### config.mk
export PLATFORM = sky130hd
export DESIGN_NAME = ps2_key_tracker_flat
export DESIGN_NICKNAME = d
export VERILOG_FILES = /design/src/rtl/ps2_key_tracker_if.sv /design/src/rtl/ps2_key_tracker.sv /design/src/flat_wrapper.sv
export SDC_FILE = /design/constraint.sdc
export NUM_CORES = 1
export LEC_CHECK = 0
export CORE_ASPECT_RATIO = 0.7
export CORE_MARGIN = 1.5
export CORE_UTILIZATION = 54
export CTS_BUF_LIST = sky130_fd_sc_hd__clkbuf_4
export CTS_CLUSTER_DIAMETER = 100
export DETAILED_ROUTE_END_ITERATION = 7
export PLACE_DENSITY = 0.95
export REMOVE_ABC_BUFFERS = 1
export SLEW_MARGIN = 10
export SYNTH_ARGS = -nofsm -noshare
export SYNTH_HDL_FRONTEND = slang
export SYNTH_SLANG_ARGS = --single-unit
### constraint.sdc
create_clock -name clk -period 4 [get_ports clk]
set_clock_uncertainty 0.05 [all_clocks]
set_input_delay 0.4 -clock clk [delete_from_list [all_inputs] [get_ports clk]]
set_output_delay 0.4 -clock clk [all_outputs]
set_load 0.03 [all_outputs]
### src/rtl/ps2_key_tracker_if.sv
// Pop handshake between the PS/2 keyboard byte FIFO (master) and its consumer (slave).
interface ps2_key_tracker_if;
    logic [7:0] ps2_data_in;
    logic       ps2_ready;
    logic       ps2_overflow;
    logic       ps2_nextdata_n;

    modport master (output ps2_data_in, ps2_ready, ps2_overflow, input ps2_nextdata_n);
    modport slave  (input ps2_data_in, ps2_ready, ps2_overflow, output ps2_nextdata_n);
endinterface

### src/rtl/ps2_key_tracker.sv
// Set-2 make/break decoder with held-key tracking, typematic filtering, press counter and 7-seg display.
// Optional ASCII_EN macro adds a Set-2 to ASCII table shown on digits 2-3.
module ps2_key_tracker #(
    parameter int NUM_DIGITS = 6,
    parameter int CNT_W      = 8
) (
    input  logic                    clk,
    input  logic                    rst,
    ps2_key_tracker_if.slave        kbd,
    output logic [7:0]              key_code,
    output logic                    key_ext,
    output logic                    key_down,
    output logic                    key_event,
    output logic [CNT_W-1:0]        press_count,
    output logic                    ovf_sticky,
    output logic [8*NUM_DIGITS-1:0] seg_out
);
    localparam int CNT_DIGITS = NUM_DIGITS - 4;
    localparam int PAD_W      = (CNT_DIGITS > 0) ? 4 * CNT_DIGITS : 4;

    typedef enum logic [1:0] {IDLE, EXT, BRK, EXT_BRK} state_t;
    state_t state, state_next;

    function automatic logic [7:0] hex7(input logic [3:0] n);
        case (n)
            4'h0: hex7 = 8'hC0;  4'h1: hex7 = 8'hF9;  4'h2: hex7 = 8'hA4;  4'h3: hex7 = 8'hB0;
            4'h4: hex7 = 8'h99;  4'h5: hex7 = 8'h92;  4'h6: hex7 = 8'h82;  4'h7: hex7 = 8'hF8;
            4'h8: hex7 = 8'h80;  4'h9: hex7 = 8'h90;  4'hA: hex7 = 8'h88;  4'hB: hex7 = 8'h83;
            4'hC: hex7 = 8'hC6;  4'hD: hex7 = 8'hA1;  4'hE: hex7 = 8'h86;  default: hex7 = 8'h8E;
        endcase
    endfunction

`ifdef ASCII_EN
    // Returns 0 for codes without a printable mapping.
    function automatic logic [7:0] set2_ascii(input logic [7:0] code);
        case (code)
            8'h1C: set2_ascii = 8'h61;  8'h32: set2_ascii = 8'h62;  8'h21: set2_ascii = 8'h63;
            8'h23: set2_ascii = 8'h64;  8'h24: set2_ascii = 8'h65;  8'h2B: set2_ascii = 8'h66;
            8'h34: set2_ascii = 8'h67;  8'h33: set2_ascii = 8'h68;  8'h43: set2_ascii = 8'h69;
            8'h3B: set2_ascii = 8'h6A;  8'h42: set2_ascii = 8'h6B;  8'h4B: set2_ascii = 8'h6C;
            8'h3A: set2_ascii = 8'h6D;  8'h31: set2_ascii = 8'h6E;  8'h44: set2_ascii = 8'h6F;
            8'h4D: set2_ascii = 8'h70;  8'h15: set2_ascii = 8'h71;  8'h2D: set2_ascii = 8'h72;
            8'h1B: set2_ascii = 8'h73;  8'h2C: set2_ascii = 8'h74;  8'h3C: set2_ascii = 8'h75;
            8'h2A: set2_ascii = 8'h76;  8'h1D: set2_ascii = 8'h77;  8'h22: set2_ascii = 8'h78;
            8'h35: set2_ascii = 8'h79;  8'h1A: set2_ascii = 8'h7A;  8'h45: set2_ascii = 8'h30;
            8'h16: set2_ascii = 8'h31;  8'h1E: set2_ascii = 8'h32;  8'h26: set2_ascii = 8'h33;
            8'h25: set2_ascii = 8'h34;  8'h2E: set2_ascii = 8'h35;  8'h36: set2_ascii = 8'h36;
            8'h3D: set2_ascii = 8'h37;  8'h3E: set2_ascii = 8'h38;  8'h46: set2_ascii = 8'h39;
            8'h29: set2_ascii = 8'h20;
            default: set2_ascii = 8'h00;
        endcase
    endfunction
`endif

    // Stage p0: byte capture and sequence decode
    logic       vld_p0;
    logic [7:0] byte_p0;
    logic       make_p0, brk_p0, ext_p0;
    logic       same_key, new_make, rel_match;

    assign vld_p0    = kbd.ps2_ready & kbd.ps2_nextdata_n;
    assign byte_p0   = kbd.ps2_data_in;
    assign same_key  = ({ext_p0, byte_p0} == {key_ext, key_code});
    assign new_make  = make_p0 & ~(key_down & same_key);
    assign rel_match = brk_p0 & same_key;

    always_ff @(posedge clk or posedge rst) begin
        if (rst) state <= IDLE;
        else     state <= state_next;
    end

    always_comb begin
        state_next = state;
        make_p0    = 1'b0;
        brk_p0     = 1'b0;
        ext_p0     = 1'b0;
        if (vld_p0) begin
            case (state)
                IDLE: begin
                    if (byte_p0 == 8'hE0)      state_next = EXT;
                    else if (byte_p0 == 8'hF0) state_next = BRK;
                    else                       make_p0 = 1'b1;
                end
                EXT: begin
                    ext_p0 = 1'b1;
                    if (byte_p0 == 8'hF0) begin
                        state_next = EXT_BRK;
                    end else if (byte_p0 != 8'hE0) begin
                        make_p0    = 1'b1;
                        state_next = IDLE;
                    end
                end
                BRK: begin
                    brk_p0     = 1'b1;
                    state_next = IDLE;
                end
                EXT_BRK: begin
                    ext_p0     = 1'b1;
                    brk_p0     = 1'b1;
                    state_next = IDLE;
                end
                default: state_next = IDLE;
            endcase
        end
    end

    // Stage p1: held-key state, counter and pop strobe
    always_ff @(posedge clk or posedge rst) begin
        if (rst) begin
            kbd.ps2_nextdata_n <= 1'b1;
            key_code           <= 8'h00;
            key_ext            <= 1'b0;
            key_down           <= 1'b0;
            key_event          <= 1'b0;
            press_count        <= '0;
            ovf_sticky         <= 1'b0;
        end else begin
            kbd.ps2_nextdata_n <= ~vld_p0;
            key_event          <= new_make;
            if (kbd.ps2_overflow) ovf_sticky <= 1'b1;
            if (new_make) begin
                key_code    <= byte_p0;
                key_ext     <= ext_p0;
                key_down    <= 1'b1;
                press_count <= press_count + CNT_W'(1);
            end else if (rel_match) begin
                key_down <= 1'b0;
            end
        end
    end

    // Stage p2: registered display, one cycle behind the key state
    logic [PAD_W-1:0]        cnt_pad;
    logic [8*NUM_DIGITS-1:0] seg_next;
`ifdef ASCII_EN
    logic [7:0]              ascii;
    assign ascii = set2_ascii(key_code);
`endif

    always_comb begin
        cnt_pad  = PAD_W'(press_count);
        seg_next = '1;
        if (key_down) begin
            seg_next[7:0]  = hex7(key_code[3:0]);
            seg_next[15:8] = hex7(key_code[7:4]);
        end
`ifdef ASCII_EN
        if (key_down && !key_ext && ascii != 8'h00) begin
            seg_next[23:16] = hex7(ascii[3:0]);
            seg_next[31:24] = hex7(ascii[7:4]);
        end
`endif
        for (int k = 0; k < CNT_DIGITS; k++)
            seg_next[8*(4+k) +: 8] = hex7(cnt_pad[4*k +: 4]);
    end

    always_ff @(posedge clk or posedge rst) begin
        if (rst) seg_out <= '1;
        else     seg_out <= seg_next;
    end
endmodule

### src/flat_wrapper.sv
// flat-port wrapper written by rule: the top's interface ports become plain ports
module ps2_key_tracker_flat 
#(
    parameter int NUM_DIGITS = 6,
    parameter int CNT_W      = 8
)
  (clk, rst, key_code, key_ext, key_down, key_event, press_count, ovf_sticky, seg_out, kbd_ps2_data_in, kbd_ps2_ready, kbd_ps2_overflow, kbd_ps2_nextdata_n);
  ps2_key_tracker_if kbd_i ();
  input  logic clk;
  input  logic rst;
  output logic [7:0] key_code;
  output logic key_ext;
  output logic key_down;
  output logic key_event;
  output logic [CNT_W-1:0] press_count;
  output logic ovf_sticky;
  output logic [8*NUM_DIGITS-1:0] seg_out;
  input wire logic [$bits(kbd_i.ps2_data_in)-1:0] kbd_ps2_data_in;
  input wire logic [$bits(kbd_i.ps2_ready)-1:0] kbd_ps2_ready;
  input wire logic [$bits(kbd_i.ps2_overflow)-1:0] kbd_ps2_overflow;
  output wire logic [$bits(kbd_i.ps2_nextdata_n)-1:0] kbd_ps2_nextdata_n;
  assign kbd_i.ps2_data_in = kbd_ps2_data_in;
  assign kbd_i.ps2_ready = kbd_ps2_ready;
  assign kbd_i.ps2_overflow = kbd_ps2_overflow;
  assign kbd_ps2_nextdata_n = kbd_i.ps2_nextdata_n;
  ps2_key_tracker #(.NUM_DIGITS(NUM_DIGITS), .CNT_W(CNT_W)) u_core (.clk(clk), .rst(rst), .kbd(kbd_i), .key_code(key_code), .key_ext(key_ext), .key_down(key_down), .key_event(key_event), .press_count(press_count), .ovf_sticky(ovf_sticky), .seg_out(seg_out));
endmodule
==> run_results.csv, run 1 <==
group,metric,value,unit
worst_setup_path,crit_type,"reg2reg",
drt,via_per_inst,5.179,
global_route,grt.overflow.total,0,
drt,wire_per_inst,13.59,um
synthesis,synth_top_cell_area_share,25.28,%
worst_setup_path,reg2reg_from,"u_core.key_code[3]$_DFFE_PP0P_",
clock_tree,htreeDepth,2,
die,core,5313,sq um
timing,period_share,63.06,%
clock_tree,cts_tree,"done",
cells_and_area,syn_to_final_growth,20.17,%
worst_setup_path,end_kind,"flop",
worst_setup_path,critPathRequiredTime,4.21,ns
run,max_cap_viol_count,0,
global_route,antenna_found_initial,0,
worst_setup_path,start_kind,"flop",
synthesis,async_reset_ff_share,100.0,%
timing,worst_slack,1.477,ns
timing,setup_tns,0,ns
drt,firstDrtPassIters,5,
cells_and_area,fin_area,3622,sq um
synthesis,ys_ff_latch,51,
synthesis,synthTopCellsByArea,"dfstp_2 25%, dfrtp_1 18%, ha_1 10%",
clock_tree,cts_sinks,51,
synthesis,yosys-top-cells-count,"34 x nand2_1, 29 x dfstp_2, 24 x ha_1",
cells_and_area,nNetsFinal,381,
placement,dp_hpwl,4.136,mm
clock_tree,cts_made_buffers,5,
status,status,"finished clean",
synthesis,postSynthAreaPerCell,10.29,sq um
timing,setup_violations,0,
drt,met3WireLength,368,um
timing,final-hold-violation-count,0,
drt,route.met2.wl,2.692,mm
clock_tree,cts_hold_buf,0,
min_path,holdCritStartpoint,"u_core.ovf_sticky$_DFFE_PP0P_",
global_route,grt_pass1_wl,9.432,mm
power,vdd_drop_max,384.7,uV
placement,place.gp.congestion,0.8083,
worst_setup_path,rrSetupSlack,1.48,ns
timing,relSlewSlack,34.77,%
cells_and_area,multi_input_area,1475,sq um
min_path,hold_depth,1,
clock_tree,cts.clk_slew.worst_paths,0.14,ns
die,start_util,56.74,%
timing,tightest_slew,0.9771,ns
synthesis,yosys.area.top_type,"dfstp_2",
placement,postPlaceCellArea,3546,sq um
clock_tree,cts_setup_buffers,0,
clock_tree,cts_resized,0,
clock_tree,clock_path_buffers,2,
die,chipWidth,92.30,um
cells_and_area,drive_gt1_share,15.90,%
drt,drc,0,
synthesis,netlist_instances,293,
clock_tree,clk_latency,0.36,ns
cells_and_area,fill_cells,406,
synthesis,ys_seq_area_share,43.55,%
die,fp.dieArea,6046,sq um
global_route,first_global_vias,2031,
synthesis,yosysWarnings,0,
drt,drt.antenna.violating_nets,0,
min_path,holdPathEnd,"u_core.ovf_sticky$_DFFE_PP0P_",
synthesis,synth-edff-count,0,
drt,wl_met1,2.516,mm
timing,drv_slew,0,
die,row_count,22,
die,io_pins,81,
timing,fin_crit,2.523,ns
cells_and_area,regArea,1313,sq um
worst_setup_path,crit_arrival,2.73,ns
worst_setup_path,worstPathMaxFanout,19,
min_path,hold_class,"reg2reg",
placement,numPortBuffers,60,
timing,fmax,396.4,MHz
cells_and_area,diodes,0,
placement,preCtsSetupSlack,1.280,ns
drt,route.vias.total,2165,
drt,wirelength,5.680,mm
worst_setup_path,reg2reg_to,"u_core.key_code[7]$_DFFE_PP0P_",
worst_setup_path,reg2reg_depth,4,
drt,drtIter0Drc,112,
power,p_per_area,663.7,nW/um^2
timing,grt_setup_unrepaired,"false",
synthesis,synthFlopType,"dfstp_2",
synthesis,synth_area,3014,sq um
global_route,track_usage,20.44,%
die,fp.dieH,65.51,um
power,leakagePower,0.001575,uW
drt,highest_layer,"met4",
synthesis,synth.most_common_cell,"nand2_1",
synthesis,synthDistinctLibCells,47,
global_route,grt_max_degree,52,
clock_tree,cts_root_buffer,"clkbuf_4",
==> area by class of cell <==
cell class | count | share of cell area [%]
multi-input combinational | 209 | 40.73
clock inverter | 3 | 1.071
tap | 72 | 2.487
timing repair buffer | 60 | 16.58
sequential | 51 | 36.23
inverter | 18 | 1.865
clock buffer | 5 | 1.036
==> flip-flops by register name (all words and copies together) (netlist names) <==
signal and count:
u_core.seg_out 28, u_core.key_code 8, u_core.press_count 8, u_core.state 2, u_core.kbd.ps2_nextdata_n 1, u_core.key_down 1
u_core.key_event 1, u_core.key_ext 1, u_core.ovf_sticky 1
==> logic make-up (layout without fill, tap and decap cells) <==
logic type / count (synthesis) / after routing / share of synthesized area (%)
buffers and inverters: 52 / 86 / 9.879
adder cells (fa/ha/maj): 24 / 24 / 9.963
AND/OR/NAND/NOR: 79 / 79 / 12.58
multiplexers: 16 / 16 / 6.849
XOR/XNOR: 16 / 16 / 5.147
other: 1 / 20 / 0.1244
AO/OA/AOI/OAI: 54 / 54 / 11.91
flip-flops: 51 / 51 / 43.55
==> report_power, final <==
part	switching, uW	total (uW)	internal, uW
Clock	155	284	129
Sequential	191	923	731
Combinational	676	1200	521
==> layout by cell type (no fill, tap or decap), drive strengths merged, types with 2 or more instances in the layout <==
cell	count
a22o	5
nand2	34
clkdlybuf4s50	60
clkbuf	5
mux2i	6
nor2b	5
inv	18
o211ai	4
o21a	2
o21ai	22
a31oi	6
mux4	2
a21oi	7
clkinv	2
nor3b	2
conb	20
ha	24
nand2b	2
dfstp	29
nand4	2
nand3	2
or3b	2
xnor2	11
xor2	5
dfrtp	22
nor3	4
o311ai	2
nor2	20
mux2	8
==> how the worst max path moves through the flow <==
stage	from	to	slack [ns]	cells past startpoint
floorplan	u_core.key_code[7]$_DFFE_PP0P_	u_core.key_code[7]$_DFFE_PP0P_	1.68	4
global placement	kbd_ps2_ready	u_core.key_code[7]$_DFFE_PP0P_	1.35	5
detailed placement	kbd_ps2_ready	u_core.key_code[6]$_DFFE_PP0P_	1.28	5
CTS	u_core.key_code[3]$_DFFE_PP0P_	u_core.key_code[7]$_DFFE_PP0P_	1.48	4
global route	u_core.key_code[3]$_DFFE_PP0P_	u_core.key_code[7]$_DFFE_PP0P_	1.31	4
finish	u_core.key_code[3]$_DFFE_PP0P_	u_core.key_code[7]$_DFFE_PP0P_	1.48	4
==> worst max-delay path: stages, from the launching register on <==
cell and delay (ns):
dfrtp_1 0.74, xnor2_1 0.21, o2111ai_1 0.24, o31ai_4 0.77
mux2_2 0.41
==> metal layers <==
metal | up-vias | global-route usage (%)
li1 | 1047 | -
met1 | 1019 | 26.68
met2 | 87 | 33.15
met3 | 12 | 4.977
met4 | 0 | 8.077
met5 | - | 0
==> stage by stage <==
stage | hold slack (ns) | total power, uW | instances | util (%)
CTS | 0.4449 | 2413 | 418 | 68.18
global route | 0.4654 | 2554 | 418 | 68.18
finish | 0.4408 | 2404 | 418 | 68.18
floorplan | 0.4354 | 1694 | 278 | -
global placement | 0.3983 | 2079 | 410 | 66.75
detailed placement | 0.4130 | 2130 | 410 | 66.75
Power figures use the tool's default switching activity.
==> inputs of run 2 (changes only) <==
- CORE_UTILIZATION: 54 -> 45
- PLACE_DENSITY: 0.95 -> 0.86
- clock period: 4 -> 2.1 ns (I/O delays scaled with it)
==> run_results.csv, run 2 (synthesized netlist as in run 1, its figures left out) <==
group,metric,value,unit
global_route,track_usage,17.53,%
clock_tree,cts_hold_buf,0,
cells_and_area,diodes,0,
placement,preCtsSetupSlack,-0.03402,ns
clock_tree,clk_latency,0.37,ns
timing,final-hold-violation-count,0,
clock_tree,cts_tree,"done",
clock_tree,cts_made_buffers,5,
worst_setup_path,reg2reg_depth,5,
min_path,hold_class,"in2async",
placement,numPortBuffers,60,
worst_setup_path,crit_type,"reg2reg",
drt,firstDrtPassIters,4,
global_route,antenna_found_initial,0,
clock_tree,cts_setup_buffers,0,
timing,drv_slew,0,
die,row_count,24,
cells_and_area,drive_gt1_share,20.77,%
worst_setup_path,cp_slowest_cell,"dfstp_2",
cells_and_area,reg_top3,"u_core.seg_out (28), u_core.key_code (8), u_core.press_count (8)",
placement,dp_hpwl,4.653,mm
drt,drt.antenna.violating_nets,0,
placement,postPlaceCellArea,3745,sq um
drt,wirelength,6.020,mm
drt,drtIter0Drc,50,
die,fp.dieH,71.48,um
die,io_pins,81,
die,start_util,47.57,%
clock_tree,cts_sinks,51,
drt,drc,0,
cells_and_area,layout_commonest_cell,"clkdlybuf4s50_1",
cells_and_area,final_cell_mix,"60 x clkdlybuf4s50_1, 34 x nand2_1, 29 x dfstp_2, 24 x ha_1",
die,chipWidth,100.8,um
cells_and_area,syn_to_final_growth,25.99,%
worst_setup_path,reg2reg_from,"u_core.kbd.ps2_nextdata_n$_DFF_PP1_",
run,max_cap_viol_count,0,
cells_and_area,regMostFlops,"u_core.seg_out",
global_route,grt_max_degree,22,
power,vdd_drop_max,679.6,uV
worst_setup_path,end_kind,"flop",
clock_tree,clock_path_buffers,2,
worst_setup_path,worstPathMaxFanout,15,
global_route,grt.overflow.total,0,
drt,route.vias.total,2214,
cells_and_area,fill_cells,547,
worst_setup_path,start_kind,"flop",
power,power,4569,uW
cells_and_area,largest_reg_flops,28,
worst_setup_path,crit_chain,"and4_1 -> o2111ai_1 -> o31ai_4 -> buf_12 -> mux2_2",
status,status,"finished clean",
worst_setup_path,startpoint,"u_core.kbd.ps2_nextdata_n$_DFF_PP1_",
cells_and_area,final_core_util,59.93,%
cells_and_area,regArea,1313,sq um
worst_setup_path,crit_arrival,2.20,ns
timing,grt_setup_unrepaired,"false",
timing,fin_crit,1.991,ns
worst_setup_path,cpPeakStageDelay,0.62,ns
cells_and_area,multi_input_area,1475,sq um
clock_tree,cts.clk_slew.worst_paths,0.15,ns
clock_tree,cts_root_buffer,"clkbuf_4",
global_route,first_global_vias,2122,
worst_setup_path,critPathRequiredTime,2.30,ns
clock_tree,htreeDepth,2,
global_route,grt_pass1_wl,9.942,mm
cells_and_area,nNetsFinal,401,
drt,wire_per_inst,13.17,um
timing,period_share,94.81,%
placement,place.gp.congestion,0.8584,
power,p_per_area,1203,nW/um^2
clock_tree,cts_resized,0,
timing,fmax,502.2,MHz
drt,via_per_inst,4.845,
timing,setup_violations,0,
die,fp.dieArea,7206,sq um
cells_and_area,fin_area,3797,sq um
timing,worst_slack,0.1089,ns
power,leakagePower,0.001673,uW
die,core,6336,sq um
timing,timing.hold.ws,0.08618,ns
==> run 2: cell count changes in the layout (fill, tap and decap cells not counted) <==
cell | previous run | this run
buf_4 | 0 | 18
buf_12 | 0 | 2
clkinv_2 | 1 | 3
bufinv_16 | 1 | 0
clkinv_1 | 1 | 0
==> run 2: worst max-delay path: cells and delay by family, from the launching register on <==
kind	cells	cell delay (ns)
and+or+nand+nor	1	0.21
muxes	1	0.34
buffers and inverters	1	0.18
DFF	1	0.62
AOI/OAI and AO/OA	2	0.47
==> run 2: area by class of cell <==
class	count	area share, %
multi-input cells	209	38.85
repair buffers	80	20.43
flip-flops and latches	51	34.56
clock buffers	5	0.9885
well taps	91	2.998
inverters	18	1.779
clock inverters	3	0.3954
==> run 2: routing by layer <==
layer  wire (um)  vias up  share of wire, %  GRT usage (%)
met5           0        -                 0              0
met4          22        0              0.37          3.286
met3         266        5               4.4          3.512
met2        2768       67                46          28.08
met1        2963     1041                49          25.05
li1            -     1101                 -              -
==> run 2: final timing paths <==
kind | to | slack [ns]
min in group clk | u_core.ovf_sticky$_DFFE_PP0P_ | 0.39
worst min-delay path | u_core.ovf_sticky$_DFFE_PP0P_ | 0.09
max in group asynchronous | u_core.seg_out[32]$_DFF_PP1_ | 1.32
worst max-delay path | u_core.key_code[7]$_DFFE_PP0P_ | 0.11
worst min register to register | u_core.ovf_sticky$_DFFE_PP0P_ | 0.45
worst max register to register | u_core.key_code[7]$_DFFE_PP0P_ | 0.11
==> run 2: per-stage QoR <==
stage                     setup TNS [ns]  instances
after floorplan                   -2.411        278
after global placement                 0        449
after detailed placement         -0.1449        449
after CTS                              0        457
after global routing                   0        457
final                                  0        457
==> run 2: where the power goes <==
group,internal [uW],switching (uW),leakage [uW]
Sequential,1400,177,0.000563
Clock,126,309,0.0000347
Combinational,1080,1480,0.00108
Total,2600,1970,0.00167
